File: config.mk
export PLATFORM = sky130hd
export DESIGN_NAME = timer_input_ctrl_flat
export DESIGN_NICKNAME = d
export VERILOG_FILES = /design/src/rtl/timer_input_ctrl_pkg.sv /design/src/rtl/timer_input_ctrl_if.sv /design/src/rtl/timer_input_ctrl_btn_debounce.sv /design/src/rtl/timer_input_ctrl.sv /design/src/flat_wrapper.sv
export SDC_FILE = /design/constraint.sdc
export NUM_CORES = 1
export LEC_CHECK = 0
export BUFFER_PORTS_ARGS = -buffer_cell sky130_fd_sc_hd__buf_2
export CAP_MARGIN = 10
export CORE_MARGIN = 5
export CORE_UTILIZATION = 60
export DETAILED_ROUTE_END_ITERATION = 7
export PLACE_DENSITY = 0.74
export SKIP_CTS_REPAIR_TIMING = 1
export SLEW_MARGIN = 20
export SYNTH_ARGS = -nofsm -noshare
export SYNTH_HDL_FRONTEND = slang
export SYNTH_SLANG_ARGS = --single-unit
File: constraint.sdc
create_clock -name clk -period 8.1 [get_ports clk]
set_input_delay 0.81 -clock clk [delete_from_list [all_inputs] [get_ports clk]]
set_output_delay 0.81 -clock clk [all_outputs]
set_load 0.05 [all_outputs]
File: src/rtl/timer_input_ctrl_pkg.sv
// Shared types and default constants for the seconds-counter input stage.
// Latency: none (declarations only).
// Backpressure: none (declarations only).
package timer_pkg;

  typedef enum logic {
    STOPPED = 1'b0,
    RUNNING = 1'b1
  } run_state_t;

  localparam logic DIR_UP   = 1'b1;
  localparam logic DIR_DOWN = 1'b0;

  localparam int CLK_HZ         = 50000000;
  // 0.5 s tick period and 20 ms debounce window at CLK_HZ
  localparam int TICK_DIV_DEF   = CLK_HZ / 2;
  localparam int DEB_CYCLES_DEF = CLK_HZ / 50;

endpackage

File: src/rtl/timer_input_ctrl_if.sv
// Raw pushbutton inputs and counter-control outputs of the timer front end.
// Latency: none (wiring only).
// Backpressure: none; buttons are free-running levels, outputs are pulses/levels.
interface timer_input_ctrl_if;
  logic btn_run;
  logic btn_dir;
  logic btn_clr;
  logic stop;
  logic a;
  logic clr;
  logic tick;

  // board / testbench side: drives buttons, observes counter controls
  modport master (output btn_run, output btn_dir, output btn_clr,
                  input stop, input a, input clr, input tick);

  // control stage side
  modport slave (input btn_run, input btn_dir, input btn_clr,
                 output stop, output a, output clr, output tick);
endinterface

File: src/rtl/timer_input_ctrl_btn_debounce.sv
// Synchronise, debounce and press-edge-detect one raw pushbutton.
// Latency: 2 (sync) + DEB_CYCLES + 1 cycles from a clean raw edge to press.
// Backpressure: none; press is a single-cycle pulse per accepted press.
module btn_debounce import timer_pkg::*; #(
  parameter int DEB_CYCLES     = DEB_CYCLES_DEF,
  parameter bit BTN_ACTIVE_LOW = 1'b1
) (
  input  logic clk,
  input  logic rst,
  input  logic btn_raw,
  output logic press
);

  localparam int            CW       = $clog2(DEB_CYCLES);
  localparam logic [CW-1:0] CNT_LAST = CW'(DEB_CYCLES - 1);
  // raw level of a released button
  localparam logic          RAW_IDLE = BTN_ACTIVE_LOW;

  logic          sync_q1, sync_q2;
  logic          level;
  logic          stable, stable_d;
  logic [CW-1:0] cnt;

  // pressed = 1 regardless of board polarity
  assign level = sync_q2 ^ RAW_IDLE;

  // two-flop synchroniser, parked at the released level in reset
  always_ff @(posedge clk or posedge rst) begin
    if (rst) begin
      sync_q1 <= RAW_IDLE;
      sync_q2 <= RAW_IDLE;
    end else begin
      sync_q1 <= btn_raw;
      sync_q2 <= sync_q1;
    end
  end

  // accept a new level only after it has differed from the stable one for DEB_CYCLES cycles
  always_ff @(posedge clk or posedge rst) begin
    if (rst) begin
      stable <= 1'b0;
      cnt    <= '0;
    end else if (level == stable) begin
      cnt <= '0;
    end else if (cnt == CNT_LAST) begin
      stable <= level;
      cnt    <= '0;
    end else begin
      cnt <= cnt + 1'b1;
    end
  end

  // one registered pulse on the released->pressed transition of the stable level
  always_ff @(posedge clk or posedge rst) begin
    if (rst) begin
      stable_d <= 1'b0;
      press    <= 1'b0;
    end else begin
      stable_d <= stable;
      press    <= stable & ~stable_d;
    end
  end

endmodule

File: src/rtl/timer_input_ctrl.sv
// Button front end for the up/down seconds counter: run/stop, direction, clear, count tick.
// Latency: button edge to stop/a/clr change is 2 + DEB_CYCLES + 2 cycles; tick every TICK_DIV.
// Backpressure: none. Option TIMER_TICK_RESTART_EN: prescaler restarts on start and on clear.
module timer_input_ctrl import timer_pkg::*; #(
  parameter int TICK_DIV       = TICK_DIV_DEF,
  parameter int DEB_CYCLES     = DEB_CYCLES_DEF,
  parameter bit BTN_ACTIVE_LOW = 1'b1
) (
  input  logic               clk,
  input  logic               rst,
  timer_input_ctrl_if.slave  bus
);

  localparam int            PW       = $clog2(TICK_DIV);
  localparam logic [PW-1:0] PRE_LAST = PW'(TICK_DIV - 1);

  logic          run_press, dir_press, clr_press;
  run_state_t    state_q, state_d;
  logic          a_q, clr_q, tick_q;
  logic          restart;
  logic [PW-1:0] pre_q;

  btn_debounce #(.DEB_CYCLES(DEB_CYCLES), .BTN_ACTIVE_LOW(BTN_ACTIVE_LOW)) u_run (
    .clk(clk), .rst(rst), .btn_raw(bus.btn_run), .press(run_press)
  );
  btn_debounce #(.DEB_CYCLES(DEB_CYCLES), .BTN_ACTIVE_LOW(BTN_ACTIVE_LOW)) u_dir (
    .clk(clk), .rst(rst), .btn_raw(bus.btn_dir), .press(dir_press)
  );
  btn_debounce #(.DEB_CYCLES(DEB_CYCLES), .BTN_ACTIVE_LOW(BTN_ACTIVE_LOW)) u_clr (
    .clk(clk), .rst(rst), .btn_raw(bus.btn_clr), .press(clr_press)
  );

  // run/stop state register
  always_ff @(posedge clk or posedge rst) begin
    if (rst) state_q <= STOPPED;
    else     state_q <= state_d;
  end

  // run press toggles, clear press forces STOPPED and wins over a simultaneous run press
  always_comb begin
    state_d = state_q;
    if (clr_press) begin
      state_d = STOPPED;
    end else if (run_press) begin
      state_d = (state_q == STOPPED) ? RUNNING : STOPPED;
    end
  end

  // direction toggles on every dir press, untouched by clear or run state
  always_ff @(posedge clk or posedge rst) begin
    if (rst)            a_q <= DIR_UP;
    else if (dir_press) a_q <= ~a_q;
  end

  // one-cycle clear pulse to the counter
  always_ff @(posedge clk or posedge rst) begin
    if (rst) clr_q <= 1'b0;
    else     clr_q <= clr_press;
  end

`ifdef TIMER_TICK_RESTART_EN
  // realign the tick period to the start of a run or a clear
  assign restart = clr_press | ((state_q == STOPPED) && (state_d == RUNNING));
`else
  assign restart = 1'b0;
`endif

  // free-running prescaler; tick follows the cycle the count sits at its last value
  always_ff @(posedge clk or posedge rst) begin
    if (rst) begin
      pre_q  <= '0;
      tick_q <= 1'b0;
    end else begin
      tick_q <= (pre_q == PRE_LAST) && !restart;
      if (restart || (pre_q == PRE_LAST)) pre_q <= '0;
      else                                pre_q <= pre_q + 1'b1;
    end
  end

  assign bus.stop = (state_q == STOPPED);
  assign bus.a    = a_q;
  assign bus.clr  = clr_q;
  assign bus.tick = tick_q;

endmodule

File: src/flat_wrapper.sv
// flat-port wrapper written by rule: the top's interface ports become plain ports
module timer_input_ctrl_flat import timer_pkg::*;
#(
  parameter int TICK_DIV       = TICK_DIV_DEF,
  parameter int DEB_CYCLES     = DEB_CYCLES_DEF,
  parameter bit BTN_ACTIVE_LOW = 1'b1
)
  (clk, rst, bus_btn_run, bus_btn_dir, bus_btn_clr, bus_stop, bus_a, bus_clr, bus_tick);
  timer_input_ctrl_if bus_i ();
  input  logic clk;
  input  logic rst;
  input wire logic [$bits(bus_i.btn_run)-1:0] bus_btn_run;
  input wire logic [$bits(bus_i.btn_dir)-1:0] bus_btn_dir;
  input wire logic [$bits(bus_i.btn_clr)-1:0] bus_btn_clr;
  output wire logic [$bits(bus_i.stop)-1:0] bus_stop;
  output wire logic [$bits(bus_i.a)-1:0] bus_a;
  output wire logic [$bits(bus_i.clr)-1:0] bus_clr;
  output wire logic [$bits(bus_i.tick)-1:0] bus_tick;
  assign bus_i.btn_run = bus_btn_run;
  assign bus_i.btn_dir = bus_btn_dir;
  assign bus_i.btn_clr = bus_btn_clr;
  assign bus_stop = bus_i.stop;
  assign bus_a = bus_i.a;
  assign bus_clr = bus_i.clr;
  assign bus_tick = bus_i.tick;
  timer_input_ctrl #(.TICK_DIV(TICK_DIV), .DEB_CYCLES(DEB_CYCLES), .BTN_ACTIVE_LOW(BTN_ACTIVE_LOW)) u_core (.clk(clk), .rst(rst), .bus(bus_i));
endmodule
==> metrics.txt, run 1 <==
unrepaired setup endpoints after global routing false; maximum number of pins on one net before global-route repair 55; number of nets in the finished design approximately 490; GRT Util Overall between 10% and 20%; detail-routed net length per standard cell roughly 14 µm; signed area change from the synthesized netlist to the final layout 7.922%; worst min path class reg -> reg; antenna violations before repair 0; total of fill cells in the finished design roughly 630; clk_lat worst skew around 0.36 ns; number of remaining DRC errors 0; Crit. End Element flop; initial detailed-routing violation count 83; Slew @ Worst Pin approximately 0.75 ns; Data required, critical path between 8 and 9 ns; startpoint of the worst hold path u_core.u_dir.sync_q1$_DFF_PP1_; CTS tree built; drt first pass iters 4; reported leakage power approximately 2.1 nW; Synth Instances approximately 470; H-tree depth 3; Total Neg Setup Slack 0 ns; Register-to-Register Setup Slack 5.93 ns; half-perimeter wire length after placement ~5800 µm; crit path time final between 2 and 2.5 ns; Clk pin slew, worst setup/hold paths approximately 0.10 ns; standard-cell rows 32; Mapped Nets 475; Max stage delay cell, worst path sky130_fd_sc_hd__or4b_2; launching point of the worst reg2reg path u_core.u_run.cnt[7]$_DFF_PP0_; number of buffers created by CTS 9; # diodes 0; Ports 9; Final Skew between 0.008 and 0.009 ns; TritonCTS sink count about 100; MaxCap Viol Count 0; cell breakdown of the critical path or4b_2 > o31ai_4 > nor2_1; chip height 99.60 µm; count of input and output buffers 8; met3 WL post-DR roughly 280 µm; worst vdd rail ir drop between 0.1 and 0.15 mV; via count of the first global-routing pass around 3300; Final ANT Viol Nets 0; worst slack at placement just under 6 ns; Netlist Area Pre-Place 4817 µm²; critical path start-end classification reg -> reg; number of register bits inferred by synthesis roughly 100; Top delay family on crit path simple AND/OR/NAND/NOR gates; Avg Vias per Cell ~5.8; Power per Cell Area ~180 nW/µm²; final setup violating endpoints 0; share of the clock period used by the worst path 26.75%; wire length of the first global-routing pass about 15000 µm; total detailed-routing wirelength roughly 8400 µm; number of hold-slack violations in the final timing report 0; outcome complete, no violations; DIE WIDTH ~100 µm; delay of the slowest cell on the worst path around 0.75 ns; per-instance average area after synthesis 10.34 µm²; sequential-to-total area share from yosys stat 54.21%; number of distinct standard cells referenced by the synthesized netlist 36; Layout Utilization ~67%; worst hold slack between 0.3 and 0.4 ns; Placeable Area approximately 7800 µm²; count of pins over their slew limit 0; sort of element at the start of the critical path flop; leading cell type in the layout, fill and taps excluded sky130_fd_sc_hd__dfrtp_1; data arrival at the endpoint of the critical path between 2 and 2.5 ns; number of vias in the routed layout roughly 3400; die footprint about 9900 µm²; metal1 wirelength slightly below 4000 µm; uppermost layer routed met4; CP Max Fanout 19; headroom to the max-slew limit about 50%; initial core utilization a little over 60%; buffer type at the clock tree root sky130_fd_sc_hd__clkbuf_8; commonest cells after routing, fill and taps aside sky130_fd_sc_hd__dfrtp_1 (97), sky130_fd_sc_hd__nor2_1 (52), sky130_fd_sc_hd__xnor2_1 (34); final weighted congestion in routability-driven placement between 0.8 and 0.9; worst setup path startpoint u_core.u_run.cnt[7]$_DFF_PP0_; Achievable Freq about 0.46 GHz; final worst setup slack between 5 and 6 ns; CTS Buffer Depth 2; share of final-layout standard cells stronger than drive strength 1 8.678%; metal2 WL 4093 µm; count of buffering cells on the critical path with inverters included 0; synth warn 0; leftover overflow at the end of global routing 0
kinds of logic after synthesis:
| family | share of synthesized area (%) |
|---|---|
| AND/OR/NAND/NOR | 24.36 |
| adder cells (fa/ha/maj) | 1.039 |
| buffers and inverters | 2.467 |
| AO/OA/AOI/OAI | 6.935 |
| XOR/XNOR | 10.36 |
| flip-flops | 54.21 |
| multiplexers | 0.6234 |
area by class of cell:
cell class                      count  area, µm²  area share, %
Sequential cell                   104       2611          50.23
Multi-Input combinational cell    334       2093          40.26
Clock buffer                       11      141.4          2.720
Tap cell                          102      127.6          2.455
Clock inverter                      5      85.08          1.637
Timing Repair Buffer               12      70.07          1.348
Inverter                           18      70.07          1.348
synthesized netlist by cell type:
master / n / area (µm²)
sky130_fd_sc_hd__or3_1: 12 / 75.07
sky130_fd_sc_hd__dfrtp_1: 97 / 2427
sky130_fd_sc_hd__nand3_2: 1 / 10.01
sky130_fd_sc_hd__nand4b_1: 1 / 8.760
sky130_fd_sc_hd__nand4_2: 1 / 12.51
sky130_fd_sc_hd__mux2i_1: 3 / 30.03
sky130_fd_sc_hd__o31ai_1: 16 / 120.1
sky130_fd_sc_hd__nor2b_1: 4 / 25.02
sky130_fd_sc_hd__o31ai_2: 1 / 12.51
sky130_fd_sc_hd__clkbuf_1: 6 / 22.52
sky130_fd_sc_hd__and4_1: 5 / 43.79
sky130_fd_sc_hd__nand2_1: 25 / 93.84
sky130_fd_sc_hd__and2_1: 5 / 31.28
sky130_fd_sc_hd__o31ai_4: 1 / 21.27
sky130_fd_sc_hd__buf_4: 1 / 7.510
sky130_fd_sc_hd__nor4b_1: 5 / 43.79
sky130_fd_sc_hd__nand3_1: 33 / 165.2
sky130_fd_sc_hd__ha_1: 4 / 50.05
sky130_fd_sc_hd__nor4_1: 15 / 93.84
sky130_fd_sc_hd__xor2_1: 23 / 201.4
sky130_fd_sc_hd__inv_1: 18 / 67.56
sky130_fd_sc_hd__xnor2_1: 34 / 297.8
sky130_fd_sc_hd__or4_4: 1 / 11.26
sky130_fd_sc_hd__nor3_1: 9 / 45.04
sky130_fd_sc_hd__nand3b_1: 1 / 7.510
sky130_fd_sc_hd__or4b_2: 1 / 10.01
sky130_fd_sc_hd__buf_2: 2 / 10.01
sky130_fd_sc_hd__or4_1: 16 / 120.1
sky130_fd_sc_hd__o21ai_1: 1 / 5.000
sky130_fd_sc_hd__dfstp_2: 7 / 183.9
sky130_fd_sc_hd__and3_1: 11 / 68.82
sky130_fd_sc_hd__o21ai_0: 11 / 55.05
sky130_fd_sc_hd__nor2_1: 52 / 195.2
sky130_fd_sc_hd__a21oi_1: 24 / 120.1
sky130_fd_sc_hd__nand4_1: 18 / 112.6
sky130_fd_sc_hd__buf_6: 1 / 11.26
through the flow:
stage | total power (W) | cell area (µm²) | cells
final | 0.0009117 | 5199 | 586
after global routing | 0.0009493 | 5199 | 586
after CTS | 0.0009238 | 5199 | 586
after detailed placement | 0.0005660 | 4972 | 570
after global placement | 0.0005651 | 4972 | 570
after floorplan | 0.0005578 | 4817 | 466
power by group:
part,switching (W),total (W),internal (W)
Sequential,0.00000528,0.000530,0.000525
Clock,0.000172,0.000357,0.000185
Combinational,0.0000180,0.0000244,0.00000631
metal layers:
layer,GRT usage [%],vias to the layer above
met4,6.828,0
li1,-,1688
met3,3.997,13
met5,0,-
met1,23.81,1663
met2,30.11,51
final timing paths:
path / to / depth (start not counted)
min in group asynchronous: u_core.u_dir.stable$_DFFE_PP0P_ / 2
setup reg to reg: u_core.u_run.cnt[3]$_DFF_PP0_ / 3
max in group asynchronous: u_core.pre_q[4]$_DFF_PP0_ / 3
setup / recovery: u_core.u_run.cnt[3]$_DFF_PP0_ / 3
hold reg to reg: u_core.u_dir.sync_q2$_DFF_PP1_ / 0
hold / removal: u_core.u_dir.sync_q2$_DFF_PP1_ / 0
sequential cells by signal, summed over array words and instances (netlist names), 20 cells and up:
register / count
u_core.u_dir.cnt: 20
u_core.pre_q: 25
u_core.u_run.cnt: 20
u_core.u_clr.cnt: 20
Note: power is estimated with default switching activity, not from simulation.
==> inputs of run 2 (changes only) <==
--- a/config.mk
+++ b/config.mk
@@ -5,6 +5,7 @@
 export SDC_FILE = /design/constraint.sdc
 export NUM_CORES = 1
 export LEC_CHECK = 0
+export ABC_AREA = 1
 export BUFFER_PORTS_ARGS = -buffer_cell sky130_fd_sc_hd__buf_2
 export CAP_MARGIN = 10
 export CORE_MARGIN = 5
==> constraint.sdc (replaced) <==
create_clock -name clk -period 2 [get_ports clk]
set_input_delay 0.2 -clock clk [delete_from_list [all_inputs] [get_ports clk]]
set_output_delay 0.2 -clock clk [all_outputs]
set_load 0.05 [all_outputs]
==> run 2 against run 1 <==
Via count rose by 35%. Clock skew rose by 0.0053 ns. Design area rose by 15%. First-iteration DRC count rose to 2.7 times the previous value. Power rose to 3.9 times the previous value. Synthesized cell count rose by 59%. Combinational power rose to 5.1 times the previous value. Sequential power rose to 4.0 times the previous value. Sequential cell count did not move. Fmax rose by 39%. Critical endpoint is now u_core.pre_q[11]$_DFF_PP0_.
==> metrics.txt, run 2 <==
outcome complete, no violations; Synth Instances 739; top register by number of flip-flops u_core.pre_q; number of vias in the routed layout around 4600; CP Max Fanout 7; post-synth top area share between 40 and 50%; share of final-layout standard cells stronger than drive strength 1 under 10%; number of register bits inferred by synthesis about 100; metal1 wirelength roughly 5200 µm; wire length of the first global-routing pass around 20000 µm; final setup violating endpoints 0; CTS tree built; share of the clock period used by the worst path between 70% and 80%; antenna violations before repair 0; Max stage delay cell, worst path sky130_fd_sc_hd__dfrtp_1; largest area contributor in the synthesized netlist sky130_fd_sc_hd__dfrtp_1; number of hold-slack violations in the final timing report 0; H-tree depth 3; via count of the first global-routing pass between 4000 and 5000; Crit. End Element flop; count of pins over their slew limit 0; reported leakage power about 2.7 nW; Data required, critical path between 2 and 2.5 ns; flip-flop count of the largest register, all copies and words added 25; commonest cells after routing, fill and taps aside sky130_fd_sc_hd__nor2_1 (182), sky130_fd_sc_hd__nand2_1 (170), sky130_fd_sc_hd__dfrtp_1 (97); clk_lat worst skew 0.36 ns; uppermost layer routed met4; number of remaining DRC errors 0; total detailed-routing wirelength ~11000 µm; most frequent cells after synthesis sky130_fd_sc_hd__nor2_1 (182), sky130_fd_sc_hd__nand2_1 (170), sky130_fd_sc_hd__dfrtp_1 (97); worst min path class reg -> reg; worst vdd rail ir drop 0.3702 mV; synth warn 0; GRT Util Overall about a fifth; CTS Buffer Depth 2; cell breakdown of the critical path ha_1 > nand3_2 > nor2_4 > inv_2 > nor2_2 > nand2_2 > clkinv_2 > nor2_1; total of fill cells in the finished design 809; share of flip-flops with an asynchronous set or reset 100.0%; per-instance average area after synthesis between 7 and 8 µm²; crit path time final ~1.6 ns; EDFF count, synth 0; DIE WIDTH 105.9 µm; drt first pass iters 5; placed cell count about 860; initial core utilization roughly three fifths; standard-cell rows 35; leading cell type in the layout, fill and taps excluded sky130_fd_sc_hd__nor2_1; maximum number of pins on one net before global-route repair 53; Final Skew about 0.014 ns; MaxCap Viol Count 0; Slew @ Worst Pin 0.4322 ns; total power draw roughly 0.0035 W; TritonCTS sink count about 100; buffer type at the clock tree root sky130_fd_sc_hd__clkbuf_8; final weighted congestion in routability-driven placement around 0.96; leftover overflow at the end of global routing 0; Total Neg Setup Slack 0 ns; headroom to the max-slew limit just over 70%; Placeable Area 9109 µm²; Mapped Nets approximately 750; initial detailed-routing violation count ~230; die footprint about 11000 µm²; metal2 WL between 5000 and 6000 µm; data arrival at the endpoint of the critical path around 1.8 ns; filler-free cell count of the finished design approximately 880; Ports 9; count of input and output buffers 8; count of buffering cells on the critical path with inverters included 2; delay of the slowest cell on the worst path about 0.4 ns; Avg Vias per Cell around 5.3; number of distinct standard cells referenced by the synthesized netlist 25; number of nets in the finished design between 700 and 800; number of buffers created by CTS 9; area used by multi-input combinational logic 2561 µm²; detail-routed net length per standard cell around 13 µm; Achievable Freq approximately 0.64 GHz; Netlist Area Pre-Place around 5500 µm²; met3 WL post-DR around 390 µm; unrepaired setup endpoints after global routing false; chip height 105.9 µm; dominant cells by area after synthesis sky130_fd_sc_hd__dfrtp_1 (44%), sky130_fd_sc_hd__nor2_1 (12%), sky130_fd_sc_hd__nand2_1 (12%); sort of element at the start of the critical path flop; Top delay family on crit path simple AND/OR/NAND/NOR gates; half-perimeter wire length after placement 8166 µm; most common flop cell mapped by yosys sky130_fd_sc_hd__dfrtp_1; FF+latch area around 2600 µm²; Clk pin slew, worst setup/hold paths around 0.11 ns; sequential-to-total area share from yosys stat a little under half; Final ANT Viol Nets 0; # diodes 0; critical path start-end classification reg -> reg; Power per Cell Area roughly 600 nW/µm²; signed area change from the synthesized netlist to the final layout 8.186%; library cell with the highest instance count after synthesis sky130_fd_sc_hd__nor2_1
## run 2: cell count changes after synthesis, moves of 19 or more
cell,delta
sky130_fd_sc_hd__nand2_1,+145
sky130_fd_sc_hd__nor2_1,+130
sky130_fd_sc_hd__inv_1,+67
sky130_fd_sc_hd__nand3_1,+32
sky130_fd_sc_hd__xnor2_1,-19
## run 2: area by class of cell
| cell class | count | area share (%) |
|---|---|---|
| sequential | 104 | 43.74 |
| multi-input combinational | 544 | 42.91 |
| inverter | 87 | 5.554 |
| clock buffer | 12 | 2.599 |
| tap | 111 | 2.327 |
| timing repair buffer | 16 | 2.264 |
| clock inverter | 4 | 0.6078 |
## run 2: final timing paths
check                                               start                             end  slack (ns)  cells after the start
setup / recovery                u_core.pre_q[0]$_DFF_PP0_      u_core.pre_q[11]$_DFF_PP0_        0.44                      8
hold / removal             u_core.u_clr.sync_q1$_DFF_PP1_  u_core.u_clr.sync_q2$_DFF_PP1_        0.36                      0
setup reg to reg                u_core.pre_q[0]$_DFF_PP0_      u_core.pre_q[11]$_DFF_PP0_        0.44                      8
hold reg to reg            u_core.u_clr.sync_q1$_DFF_PP1_  u_core.u_clr.sync_q2$_DFF_PP1_        0.36                      0
max in group asynchronous                             rst  u_core.u_run.sync_q2$_DFF_PP1_        0.96                      4
min in group asynchronous                             rst   u_core.u_dir.cnt[2]$_DFF_PP0_        0.40                      3
## run 2: per-layer routing
metal | track usage, % | vias up
met4 | 7.308 | 0
met2 | 34.88 | 85
met5 | 0 | -
li1 | - | 2356
met3 | 3.461 | 18
met1 | 28.72 | 2151
## run 2: logic make-up after synthesis
group / share of synthesized area, %
compound gates: 2.721
xor+xnor: 6.984
fa+ha+maj: 0.9071
buf+inv: 6.258
flops: 47.32
simple gates: 35.81
## run 2: report_power, final
part           internal (W)  total [W]  switching (W)
clock network      0.000538    0.00126       0.000724
logic             0.0000398   0.000124      0.0000838
registers           0.00213    0.00214      0.0000168
total               0.00271    0.00353       0.000824
## run 2: through the flow
| step | instance area, µm² | utilization, % | setup WS, ns | hold WS (ns) |
|---|---|---|---|---|
| 2_1_floorplan | 5522 | - | 0.5602 | 0.2045 |
| 3_3_place_gp | 5738 | 62.99 | 0.5098 | 0.2224 |
| 3_5_place_dp | 5738 | 62.99 | 0.4536 | 0.2241 |
| 4_1_cts | 5929 | 65.10 | 0.4419 | -0.1743 |
| 5_1_grt | 5969 | 65.54 | 0.2887 | 0.3663 |
| 6_report | 5969 | 65.54 | 0.4405 | 0.3624 |
==> inputs of run 3 (changes only) <==
--- a/config.mk
+++ b/config.mk
@@ -5,13 +5,13 @@
 export SDC_FILE = /design/constraint.sdc
 export NUM_CORES = 1
 export LEC_CHECK = 0
-export ABC_AREA = 1
+export ABC_AREA = 0
 export BUFFER_PORTS_ARGS = -buffer_cell sky130_fd_sc_hd__buf_2
 export CAP_MARGIN = 10
 export CORE_MARGIN = 5
-export CORE_UTILIZATION = 60
+export CORE_UTILIZATION = 56
 export DETAILED_ROUTE_END_ITERATION = 7
-export PLACE_DENSITY = 0.74
+export PLACE_DENSITY = 0.72
 export SKIP_CTS_REPAIR_TIMING = 1
 export SLEW_MARGIN = 20
 export SYNTH_ARGS = -nofsm -noshare
==> constraint.sdc (replaced) <==
create_clock -name clk -period 1.35 [get_ports clk]
set_input_delay 0.135 -clock clk [delete_from_list [all_inputs] [get_ports clk]]
set_output_delay 0.135 -clock clk [all_outputs]
set_load 0.05 [all_outputs]
==> run 3 against run 2 <==
The run now ends with setup timing left. Critical path type unchanged. Hold slack better by 0.0018 ns. Sequential cell count stayed put. Sequential power is 49% higher. Register-to-register slack worse by 1.0 ns. Wire length is 20% higher. Core utilization is 19 points higher.
==> metrics.txt, run 3 (synthesized netlist as in run 1, its figures left out) <==
outcome complete, but fails checks; failing checks setup timing; initial core utilization around three fifths; CTS Buffer Depth 2; net switching share of the total power between 20% and 30%; number of buffers created by CTS 9; worst vdd rail ir drop 0.6229 mV; DIE WIDTH slightly above 100 µm; sort of element at the start of the critical path flop; CP Max Fanout 8; maximum number of pins on one net before global-route repair 79; number of vias in the routed layout ~4400; filler-free cell count of the finished design between 700 and 800; combinational group share of total power between 5 and 6%; GRT Util Overall between 20 and 25%; standard-cell rows 33; worst min path class reg -> reg; number of remaining DRC errors 0; drt first pass iters 6; leading cell type in the layout, fill and taps excluded sky130_fd_sc_hd__buf_4; final setup violating endpoints 81; top register by number of flip-flops u_core.pre_q; placed cell count 697; end point of the critical path u_core.u_clr.cnt[19]$_DFF_PP0_; half-perimeter wire length after placement roughly 7600 µm; number of hold-slack violations in the final timing report 0; crit path time final approximately 1.9 ns; P_sw around 0.0014 W; share of final-layout standard cells stronger than drive strength 1 47.80%; unrepaired setup endpoints after global routing true; share of total power in the clock network a little under two fifths; total power draw roughly 0.0056 W; Avg Vias per Cell 5.874; leftover overflow at the end of global routing 0; Total Neg Setup Slack -28.72 ns; final worst setup slack -0.5660 ns; flip-flop count of the largest register, all copies and words added 25; Register-to-Register Setup Slack -0.57 ns; signed area change from the synthesized netlist to the final layout 45.87%; launching point of the worst reg2reg path u_core.u_clr.cnt[13]$_DFF_PP0_; Final Skew approximately 0.016 ns; Slew @ Worst Pin between 0.4 and 0.5 ns; count of pins over their slew limit 0; headroom to the max-slew limit between 70% and 80%; MaxCap Viol Count 0; Placeable Area between 8000 and 9000 µm²; chip height just over 100 µm; CTS tree built; Layout Utilization roughly 85%; worst setup path startpoint u_core.u_clr.cnt[13]$_DFF_PP0_; total of fill cells in the finished design just over 400; number of nets in the finished design between 600 and 700; total detailed-routing wirelength roughly 13000 µm; Power per Cell Area 800.9 nW/µm²; Achievable Freq roughly 0.52 GHz; antenna violations before repair 1; final weighted congestion in routability-driven placement about 0.81; logic depth of the worst register-to-register path 4; critical register-to-register path endpoint u_core.u_clr.cnt[19]$_DFF_PP0_; H-tree depth 3; reported leakage power roughly 3.0 nW; TritonCTS sink count between 100 and 150; commonest cells after routing, fill and taps aside sky130_fd_sc_hd__buf_4 (130), sky130_fd_sc_hd__dfrtp_1 (92), sky130_fd_sc_hd__xnor2_1 (34); clk_lat worst skew 0.38 ns; share of the clock period used by the worst path 141.9%; wire length of the first global-routing pass 18620 µm; initial detailed-routing violation count 209; via count of the first global-routing pass between 4000 and 5000; detail-routed net length per standard cell 17.83 µm; sequential share of power around 56%; Data required, critical path between 1.5 and 2 ns; # diodes 0; Ports 9; critical path start-end classification reg -> reg; Clk pin slew, worst setup/hold paths 0.12 ns; die footprint between 10000 and 15000 µm²; Final ANT Viol Nets 0; data arrival at the endpoint of the critical path 2.23 ns; internal power approximately 0.0042 W; Crit. End Element flop; count of input and output buffers 8; buffer type at the clock tree root sky130_fd_sc_hd__clkbuf_8
[run 3: worst min path at each step]
stage               cells past startpoint  slack (ns)                            from                             end
floorplan                               0        0.14                     bus_btn_clr  u_core.u_clr.sync_q1$_DFF_PP1_
global placement                        1        0.24                     bus_btn_clr  u_core.u_clr.sync_q1$_DFF_PP1_
detailed placement                      1        0.25                     bus_btn_dir  u_core.u_dir.sync_q1$_DFF_PP1_
CTS                                     1       -0.17                     bus_btn_dir  u_core.u_dir.sync_q1$_DFF_PP1_
global route                            0        0.37  u_core.u_run.sync_q1$_DFF_PP1_  u_core.u_run.sync_q2$_DFF_PP1_
finish                                  0        0.36  u_core.u_run.sync_q1$_DFF_PP1_  u_core.u_run.sync_q2$_DFF_PP1_
[run 3: power by group through the flow]
stage                     logic (W)  clock network (W)  registers, W
final                      0.000305            0.00214       0.00318
after global routing       0.000340            0.00230       0.00318
after CTS                  0.000232            0.00216       0.00318
after detailed placement   0.000231                  0       0.00324
after global placement     0.000226                  0       0.00324
after floorplan            0.000129                  0       0.00324
[run 3: metrics by stage]
stage               setup WS, ns  area (µm²)  hold WS [ns]
floorplan                -0.5143        5010        0.1395
global placement         -0.3918        6063        0.2394
detailed placement       -0.5013        6063        0.2467
CTS                      -0.4962        6280       -0.1689
global route             -0.6002        7027        0.3722
finish                   -0.5660        7027        0.3643
[run 3: area by class of cell]
class / instances / area [µm²] / share of cell area, %
inverters: 18 / 71.32 / 1.015
well taps: 105 / 131.4 / 1.870
clock inverters: 7 / 92.59 / 1.318
multi-input cells: 334 / 2639 / 37.55
repair buffers: 164 / 1351 / 19.23
clock buffers: 9 / 123.9 / 1.763
flip-flops and latches: 104 / 2618 / 37.25
[run 3: routing by layer]
metal | share of wire [%] | wire length (µm) | vias up | GRT usage [%]
li1 | - | - | 2000 | -
met1 | 39 | 5209 | 2196 | 27.28
met2 | 54 | 7078 | 117 | 39.97
met3 | 4.0 | 533 | 38 | 5.074
met4 | 2.9 | 377 | 2 | 4.980
met5 | 0.098 | 13 | - | 0
[run 3: worst max-delay path, stage by stage, from the launching register on]
cell and delay, ns:
sky130_fd_sc_hd__dfrtp_1 0.50, sky130_fd_sc_hd__and3_1 0.25, sky130_fd_sc_hd__nand3_1 0.31, sky130_fd_sc_hd__or4_4 0.62, sky130_fd_sc_hd__a21oi_2 0.17
